[src/rtl/dmem_arbiter_if.sv]
// Bus bundle for dmem_arbiter: CPU MEM-stage port, DMA master port, DataMem port and stats.
// slave = arbiter view, master = the surrounding system (pipeline, DMA engine, memory).
interface dmem_arbiter_if #(
  parameter int ADDR_W = 32,
  parameter int DATA_W = 32
);
  logic              cpu_rd;
  logic              cpu_wr;
  logic [ADDR_W-1:0] cpu_addr;
  logic [DATA_W-1:0] cpu_wdata;
  logic [DATA_W-1:0] cpu_rdata;
  logic              cpu_stall;

  logic              dma_req;
  logic              dma_we;
  logic [ADDR_W-1:0] dma_addr;
  logic [DATA_W-1:0] dma_wdata;
  logic              dma_gnt;
  logic [DATA_W-1:0] dma_rdata;
  logic              dma_rvalid;

  logic              mem_rd;
  logic              mem_wr;
  logic [ADDR_W-1:0] mem_addr;
  logic [DATA_W-1:0] mem_wdata;
  logic [DATA_W-1:0] mem_rdata;

  logic [15:0]       stat_stall;
  logic [15:0]       stat_dma;

  modport slave (
    input  cpu_rd, cpu_wr, cpu_addr, cpu_wdata,
    input  dma_req, dma_we, dma_addr, dma_wdata,
    input  mem_rdata,
    output cpu_rdata, cpu_stall,
    output dma_gnt, dma_rdata, dma_rvalid,
    output mem_rd, mem_wr, mem_addr, mem_wdata,
    output stat_stall, stat_dma
  );

  modport master (
    output cpu_rd, cpu_wr, cpu_addr, cpu_wdata,
    output dma_req, dma_we, dma_addr, dma_wdata,
    output mem_rdata,
    input  cpu_rdata, cpu_stall,
    input  dma_gnt, dma_rdata, dma_rvalid,
    input  mem_rd, mem_wr, mem_addr, mem_wdata,
    input  stat_stall, stat_dma
  );
endinterface

[src/rtl/dmem_arbiter.sv]
// Data-memory arbiter: CPU has priority, DMA is forced in after MAX_WAIT denied cycles.
// Optional saturating stall/grant counters are enabled by defining DMEM_ARB_STATS_EN.
module dmem_arbiter #(
  parameter int ADDR_W   = 32,
  parameter int DATA_W   = 32,
  parameter int MAX_WAIT = 4
) (
  input logic         clk,
  input logic         reset,
  dmem_arbiter_if.slave bus
);

  localparam int WAIT_W = $clog2(MAX_WAIT + 1);

  typedef enum logic {
    ARB_NORMAL,
    ARB_FORCE
  } arb_state_e;

  arb_state_e        state;
  logic [WAIT_W-1:0] wait_cnt;
  logic              cpu_req;
  logic              cpu_gnt;
  logic              dma_gnt;
  logic              dma_rd_gnt;
  logic [ADDR_W-1:0] addr_mux;
  logic [DATA_W-1:0] wdata_mux;
  logic              dma_rvalid_q;
  logic [DATA_W-1:0] dma_rdata_q;

  assign cpu_req = bus.cpu_rd | bus.cpu_wr;

  always_comb begin
    // NOTE: every signal gets a default first so no path can infer a latch.
    dma_gnt   = 1'b0;
    addr_mux  = bus.cpu_addr;
    wdata_mux = bus.cpu_wdata;
    if (state == ARB_FORCE) begin
      // A dropped request in the forced slot hands the cycle back to the CPU.
      dma_gnt = bus.dma_req;
    end else begin
      dma_gnt = bus.dma_req & ~cpu_req;
    end
    if (dma_gnt) begin
      addr_mux  = bus.dma_addr;
      wdata_mux = bus.dma_wdata;
    end
  end

  assign cpu_gnt    = cpu_req & ~dma_gnt;
  assign dma_rd_gnt = dma_gnt & ~bus.dma_we;

  assign bus.mem_rd     = (cpu_gnt & bus.cpu_rd) | dma_rd_gnt;
  assign bus.mem_wr     = (cpu_gnt & bus.cpu_wr) | (dma_gnt & bus.dma_we);
  assign bus.mem_addr   = addr_mux;
  assign bus.mem_wdata  = wdata_mux;
  assign bus.cpu_rdata  = bus.mem_rdata;
  assign bus.cpu_stall  = cpu_req & dma_gnt;
  assign bus.dma_gnt    = dma_gnt;
  assign bus.dma_rdata  = dma_rdata_q;
  assign bus.dma_rvalid = dma_rvalid_q;

  // NOTE: sequential state uses non-blocking assignments so all flops update together at the edge.
  always_ff @(posedge clk or posedge reset) begin
    if (reset) begin
      state        <= ARB_NORMAL;
      wait_cnt     <= '0;
      dma_rvalid_q <= 1'b0;
      dma_rdata_q  <= '0;
    end else begin
      dma_rvalid_q <= dma_rd_gnt;
      if (dma_rd_gnt) begin
        dma_rdata_q <= bus.mem_rdata;
      end
      unique case (state)
        ARB_NORMAL: begin
          if (bus.dma_req && cpu_req) begin
            if (wait_cnt == WAIT_W'(MAX_WAIT - 1)) begin
              state    <= ARB_FORCE;
              wait_cnt <= '0;
            end else begin
              wait_cnt <= wait_cnt + WAIT_W'(1);
            end
          end else begin
            wait_cnt <= '0;
          end
        end
        ARB_FORCE: begin
          state    <= ARB_NORMAL;
          wait_cnt <= '0;
        end
        default: begin
          state    <= ARB_NORMAL;
          wait_cnt <= '0;
        end
      endcase
    end
  end

`ifdef DMEM_ARB_STATS_EN
  logic [15:0] stall_cnt;
  logic [15:0] dma_cnt;

  always_ff @(posedge clk or posedge reset) begin
    if (reset) begin
      stall_cnt <= '0;
      dma_cnt   <= '0;
    end else begin
      if (bus.cpu_stall && (stall_cnt != 16'hFFFF)) begin
        stall_cnt <= stall_cnt + 16'd1;
      end
      if (dma_gnt && (dma_cnt != 16'hFFFF)) begin
        dma_cnt <= dma_cnt + 16'd1;
      end
    end
  end

  assign bus.stat_stall = stall_cnt;
  assign bus.stat_dma   = dma_cnt;
`else
  assign bus.stat_stall = 16'h0;
  assign bus.stat_dma   = 16'h0;
`endif

  a_one_master: assert property (@(posedge clk) disable iff (reset) !(cpu_gnt && dma_gnt));
  a_rd_wr_excl: assert property (@(posedge clk) disable iff (reset) !(bus.mem_rd && bus.mem_wr));
  a_stall_req:  assert property (@(posedge clk) disable iff (reset) bus.cpu_stall |-> cpu_req);

endmodule

[src/flat_wrapper.sv]
// flat-port wrapper written by rule: the top's interface ports become plain ports
module dmem_arbiter_flat 
#(
  parameter int ADDR_W   = 32,
  parameter int DATA_W   = 32,
  parameter int MAX_WAIT = 4
)
  (clk, reset, bus_cpu_rd, bus_cpu_wr, bus_cpu_addr, bus_cpu_wdata, bus_dma_req, bus_dma_we, bus_dma_addr, bus_dma_wdata, bus_mem_rdata, bus_cpu_rdata, bus_cpu_stall, bus_dma_gnt, bus_dma_rdata, bus_dma_rvalid, bus_mem_rd, bus_mem_wr, bus_mem_addr, bus_mem_wdata, bus_stat_stall, bus_stat_dma);
  dmem_arbiter_if #(.ADDR_W(ADDR_W), .DATA_W(DATA_W)) bus_i ();
  input logic clk;
  input logic reset;
  input wire logic [$bits(bus_i.cpu_rd)-1:0] bus_cpu_rd;
  input wire logic [$bits(bus_i.cpu_wr)-1:0] bus_cpu_wr;
  input wire logic [$bits(bus_i.cpu_addr)-1:0] bus_cpu_addr;
  input wire logic [$bits(bus_i.cpu_wdata)-1:0] bus_cpu_wdata;
  input wire logic [$bits(bus_i.dma_req)-1:0] bus_dma_req;
  input wire logic [$bits(bus_i.dma_we)-1:0] bus_dma_we;
  input wire logic [$bits(bus_i.dma_addr)-1:0] bus_dma_addr;
  input wire logic [$bits(bus_i.dma_wdata)-1:0] bus_dma_wdata;
  input wire logic [$bits(bus_i.mem_rdata)-1:0] bus_mem_rdata;
  output wire logic [$bits(bus_i.cpu_rdata)-1:0] bus_cpu_rdata;
  output wire logic [$bits(bus_i.cpu_stall)-1:0] bus_cpu_stall;
  output wire logic [$bits(bus_i.dma_gnt)-1:0] bus_dma_gnt;
  output wire logic [$bits(bus_i.dma_rdata)-1:0] bus_dma_rdata;
  output wire logic [$bits(bus_i.dma_rvalid)-1:0] bus_dma_rvalid;
  output wire logic [$bits(bus_i.mem_rd)-1:0] bus_mem_rd;
  output wire logic [$bits(bus_i.mem_wr)-1:0] bus_mem_wr;
  output wire logic [$bits(bus_i.mem_addr)-1:0] bus_mem_addr;
  output wire logic [$bits(bus_i.mem_wdata)-1:0] bus_mem_wdata;
  output wire logic [$bits(bus_i.stat_stall)-1:0] bus_stat_stall;
  output wire logic [$bits(bus_i.stat_dma)-1:0] bus_stat_dma;
  assign bus_i.cpu_rd = bus_cpu_rd;
  assign bus_i.cpu_wr = bus_cpu_wr;
  assign bus_i.cpu_addr = bus_cpu_addr;
  assign bus_i.cpu_wdata = bus_cpu_wdata;
  assign bus_i.dma_req = bus_dma_req;
  assign bus_i.dma_we = bus_dma_we;
  assign bus_i.dma_addr = bus_dma_addr;
  assign bus_i.dma_wdata = bus_dma_wdata;
  assign bus_i.mem_rdata = bus_mem_rdata;
  assign bus_cpu_rdata = bus_i.cpu_rdata;
  assign bus_cpu_stall = bus_i.cpu_stall;
  assign bus_dma_gnt = bus_i.dma_gnt;
  assign bus_dma_rdata = bus_i.dma_rdata;
  assign bus_dma_rvalid = bus_i.dma_rvalid;
  assign bus_mem_rd = bus_i.mem_rd;
  assign bus_mem_wr = bus_i.mem_wr;
  assign bus_mem_addr = bus_i.mem_addr;
  assign bus_mem_wdata = bus_i.mem_wdata;
  assign bus_stat_stall = bus_i.stat_stall;
  assign bus_stat_dma = bus_i.stat_dma;
  dmem_arbiter #(.ADDR_W(ADDR_W), .DATA_W(DATA_W), .MAX_WAIT(MAX_WAIT)) u_core (.clk(clk), .reset(reset), .bus(bus_i));
endmodule
[config.mk]
export PLATFORM = sky130hd
export DESIGN_NAME = dmem_arbiter_flat
export DESIGN_NICKNAME = d
export VERILOG_FILES = /design/src/rtl/dmem_arbiter_if.sv /design/src/rtl/dmem_arbiter.sv /design/src/flat_wrapper.sv
export SDC_FILE = /design/constraint.sdc
export NUM_CORES = 1
export LEC_CHECK = 0
export ABC_CLOCK_PERIOD_IN_PS = 1750
export CAP_MARGIN = 10
export CELL_PAD_IN_SITES_DETAIL_PLACEMENT = 0
export CELL_PAD_IN_SITES_GLOBAL_PLACEMENT = 2
export CORE_UTILIZATION = 15
export DETAILED_ROUTE_END_ITERATION = 7
export GPL_TIMING_DRIVEN = 1
export HOLD_SLACK_MARGIN = 0.08
export PLACE_DENSITY = 0.81
export SLEW_MARGIN = 20
export SYNTH_ARGS = -nofsm -noshare
export SYNTH_HDL_FRONTEND = slang
export SYNTH_SLANG_ARGS = --single-unit
export TNS_END_PERCENT = 100
[constraint.sdc]
create_clock -name clk -period 1.75 [get_ports clk]
set_input_delay 0.35 -clock clk [delete_from_list [all_inputs] [get_ports clk]]
set_output_delay 0.35 -clock clk [all_outputs]
set_load 0.05 [all_outputs]
Word-level counts from Yosys, hierarchy flattened
Index checks and enable logic that the tools add are counted.
Word-level totals
  register bits: 37
  input bits: 166
  output and inout port bits: 165
Operators by class
  $add $sub $neg: 1
  equal/unequal tests: 1
  multiplexer cells: 9
  bitwise operators: 14
  reduce and logical (&&, ||, !) cells: 1
Operators with widths (number)
  two-way mux 32 bit: 2
  bitwise AND 1 bit: 7
  two-way mux 3 bit: 2
  case mux 3 bit (2 select lines): 1
  NOT 1 bit: 4
  adder 3 x 1 -> 3 bit, second input constant: 1
  equality test 3 x 2 -> 1 bit, second input constant: 1
  two-way mux 1 bit: 3
  bitwise OR 1 bit: 3
  case mux 1 bit (2 select lines): 1
  logical AND 1 bit: 1

Logic depth before layout (Yosys ltp)
  depth after elaboration: 8
  depth in mapped cells: 5

Worst setup path before layout
No wires, ideal clock.
  kind: input port to output port
  start point: input bus_dma_we
  end point: output bus_mem_rd
  arrival: 1.700 ns
  required time: 1.400 ns
  setup slack: -0.300 ns
  cell stages on the path: 2
  path buffers: 0
  cells stage by stage: nand2b_1 -> o21ai_0
Between the ends
  word-level cells in the longest chain between the ends: 3
RTL lines
  start, declared: RTL line flat_wrapper.sv:17  | input wire logic [$bits(bus_i.dma_we)-1:0] bus_dma_we;
  NOT 1 bit: RTL line dmem_arbiter.sv:51  | assign dma_rd_gnt = dma_gnt & ~bus.dma_we;
  bitwise AND 1 bit: RTL line dmem_arbiter.sv:51
  bitwise OR 1 bit: RTL line dmem_arbiter.sv:53  | assign bus.mem_rd = (cpu_gnt & bus.cpu_rd) | dma_rd_gnt;
  end, declared: RTL line flat_wrapper.sv:26  | output wire logic [$bits(bus_i.mem_rd)-1:0] bus_mem_rd;
Every way passes these cells.

Final worst setup path
  start point: register u_core.state
  end point: output bus_mem_wdata[19]
Between the ends
  word-level cells in the longest chain between the ends: 2
RTL lines
  start, declared: RTL line dmem_arbiter.sv:20  | arb_state_e state;
  start signal, assigned: RTL line dmem_arbiter.sv:66  | state <= ARB_NORMAL;
  start signal, assigned: RTL line dmem_arbiter.sv:79  | state <= ARB_FORCE;
  start signal, assigned: RTL line dmem_arbiter.sv:89  | state <= ARB_NORMAL;
  two-way mux 1 bit: RTL line dmem_arbiter.sv:38  | if (state == ARB_FORCE) begin
  two-way mux 32 bit: RTL line dmem_arbiter.sv:44  | if (dma_gnt) begin
  end, declared: RTL line flat_wrapper.sv:29  | output wire logic [$bits(bus_i.mem_wdata)-1:0] bus_mem_wdata;
Every way passes these cells.

==> results.yml <==
run_status:
  run_status: "complete, but fails checks"
  violations: "setup timing"
clock_tree:
  cts_tree: "done"
  cts-buffers-inserted: 5
  ctsHoldBuffers: 0
  numClockSinks: 37
  clk_pin_slew_worst_paths_ps: 60
  worstSkewPairLatency_ps: 280
  htreeDepth: 2
  root_buffer: "clkbuf_16"
  cts_max_path_buffers: 2
synth:
  synth_xor_area_share_pct: 0
  synth_top_family_by_area: "multiplexers"
  synth-main-ff-cell: "dfrtp_1"
  synth-adder-area-share_pct: 0.4146
  ys_async_sr_fraction_pct: 100.0
  synth_compound_gate_area_share_pct: 1.327
  synth.area.mux_share_pct: 43.03
  synth_edf_count: 0
  yosysSeqAreaShare_pct: 30.68
  yosysMostFrequentCell: "buf_4"
  synth_top_area_share_pct: 30.68
  netlist_top_cells_area: "dfrtp_1 (31%), mux2_4 (29%), buf_4 (16%)"
  synth-warning-count: 0
  ys_ff_latch: 37
  synth_top_cell_by_area: "dfrtp_1"
  synth.avg_cell_area_um2: 13.12
  synthSimpleGateAreaFrac_pct: 3.068
  netlist_area_um2: 3018
  netlist_top_cells_count: "buf_4 (65), mux2_4 (58), dfrtp_1 (37), mux2_2 (28), mux2_1 (10)"
  synth_cell_type_count: 22
  synthCells: 230
final_layout:
  fillers: 1940
  fin_util_pct: 35.03
  regArea_um2: 925.9
  multi_input_area_um2: 1657
  nets: 684
  area_growth_pct: 127.4
  final_layout_size_suffix_gt1_share_pct: 50.87
power_and_ir_drop:
  p_per_area_nw_per_um2: 753.1
  total_leakage_power_nw: 3.219
  ir_drop_mv: 0.7291
  p_total_mw: 5.169
critical_path:
  critPathKind: "register to output port"
  critical_path.startpoint_type: "register"
  critPathMaxFanout: 6
  crit_required_ps: 1400
  cp.arrival_ps: 1740
  worstSetupEndpointType: "output port"
  r2r_setup_slack_ps: 120
grt:
  first_global_vias: 3035
  grt_max_degree: 34
  grt_overflow: 0
  grt_first_pass_wirelength_mm: 18.31
  grt_usage_pct: 12.18
  antenna_found_initial: 3
routing:
  wl_mm: 13.71
  drtIter0Drc: 26
  vias_per_cell: 3.502
  drc: 0
  post_drt_wl_per_cell_um: 17.51
  antenna_left: 0
  drtPass1Iterations: 4
  via_count: 2742
floorplan:
  num_rows: 51
  die-area_um2: 20690
  io_pins: 331
  fp.coreArea_um2: 19590
  start_util_pct: 15.41
  die_x_um: 143.8
  die_h_um: 143.8
timing:
  clock_skew_ps: 5.709
  period_share_pct: 119.4
  fin_ws_ps: -339.9
  fmax_mhz: 478.5
  hold_viol: 0
  rsz0062_at_grt: "true"
  setup-tns-final_ps: -18450
  finalCriticalPeriod_ps: 2090
  slew_violations: 0
  finalSetupViolCount: 66
hold_path:
  worstHoldPathType: "input pin to asynchronous set/reset pin"
placement:
  globalplace.congestion: 0.8441
  hpwlAfterDp_mm: 11.26
  io_buffers: 298
  dp_slack_ps: -583.4
flow_run:
  max_cap_viol_count: 0
metrics by stage:
| stage | cell area [µm²] | cells | hold slack (ps) |
|---|---|---|---|
| detailed placement | 6247 | 768 | 453.7 |
| finish | 6863 | 783 | 410.7 |
| global route | 6860 | 782 | 463.0 |
| global placement | 6247 | 768 | 426.0 |
| CTS | 6899 | 784 | 407.6 |
| floorplan | 3134 | 261 | 415.6 |
metal layers:
layer | track usage [%] | vias up | part of all wire (%)
met3 | 4.399 | 18 | 12
met4 | 4.199 | 4 | 2.3
met2 | 22.96 | 187 | 52
met5 | 0 | - | 0.20
li1 | - | 1272 | -
met1 | 12.21 | 1261 | 34
state kept, by name, indices dropped and copies added, names as in the netlist:
register	count
u_core.bus.dma_rvalid	1
u_core.state	1
u_core.bus.dma_rdata	32
u_core.wait_cnt	3
logic make-up (layout without fill, tap and decap cells):
family / after synthesis / after routing
fa+ha+maj: 1 / 1
other cells: 1 / 33
simple gates: 15 / 15
compound gates: 4 / 4
buf+inv: 76 / 332
flops: 37 / 37
mux: 96 / 96
final cells by class:
| cell class | count | area share, % |
|---|---|---|
| antenna | 1 | 0.03646 |
| sequential | 37 | 13.49 |
| inverter | 2 | 0.1094 |
| tap | 265 | 4.831 |
| timing repair buffer | 323 | 55.31 |
| multi-input combinational | 148 | 24.14 |
| clock buffer | 7 | 2.078 |
power by group:
part           switching (mW)  internal [mW]
combinational            1.81           1.33
sequential             0.0995           1.03
clock                   0.332          0.559
total                    2.24           2.93
path summary, 6_finish.rpt:
check / startpoint / depth (start not counted) / end
worst max-delay path: u_core.state$_DFF_PP0_ / 6 / bus_mem_wdata[19]
worst min-delay path: reset / 3 / u_core.bus.dma_rdata[17]$_DFFE_PP0P_
worst max register to register: u_core.state$_DFF_PP0_ / 6 / u_core.bus.dma_rdata[30]$_DFFE_PP0P_
worst min register to register: u_core.wait_cnt[0]$_DFF_PP0_ / 1 / u_core.wait_cnt[0]$_DFF_PP0_
max in group asynchronous: reset / 3 / u_core.bus.dma_rdata[28]$_DFFE_PP0P_
min in group clk: u_core.wait_cnt[0]$_DFF_PP0_ / 1 / u_core.wait_cnt[0]$_DFF_PP0_
worst max-delay path, stage by stage (launching register included):
cell and delay (ps):
dfrtp_1 410, o21ai_4 180, buf_12 160, buf_12 110
buf_8 120, mux2_4 320, buf_12 150
what timing repair did:
action	CTS	global route
buffers inserted	8	0
setup endpoints to repair	78	67
cloned	2	0
gates resized for setup	112	4
pin swaps	3	0
layout by cell type, fill, tap and decap left out, drive strengths merged:
| master | n |
|---|---|
| a32o | 1 |
| mux2 | 96 |
| buf | 159 |
| nor2 | 5 |
| o21ai | 2 |
| clkdlybuf4s15 | 1 |
| clkdlybuf4s50 | 162 |
| clkbuf | 7 |
| o21ba | 1 |
| ha | 1 |
| inv | 2 |
| dfrtp | 37 |
| nand2b | 3 |
| diode | 1 |
| nor2b | 1 |
| conb | 32 |
| nand2 | 4 |
| dlygate4sd2 | 1 |
| nor3b | 2 |
(Power assumes the default switching activity.)
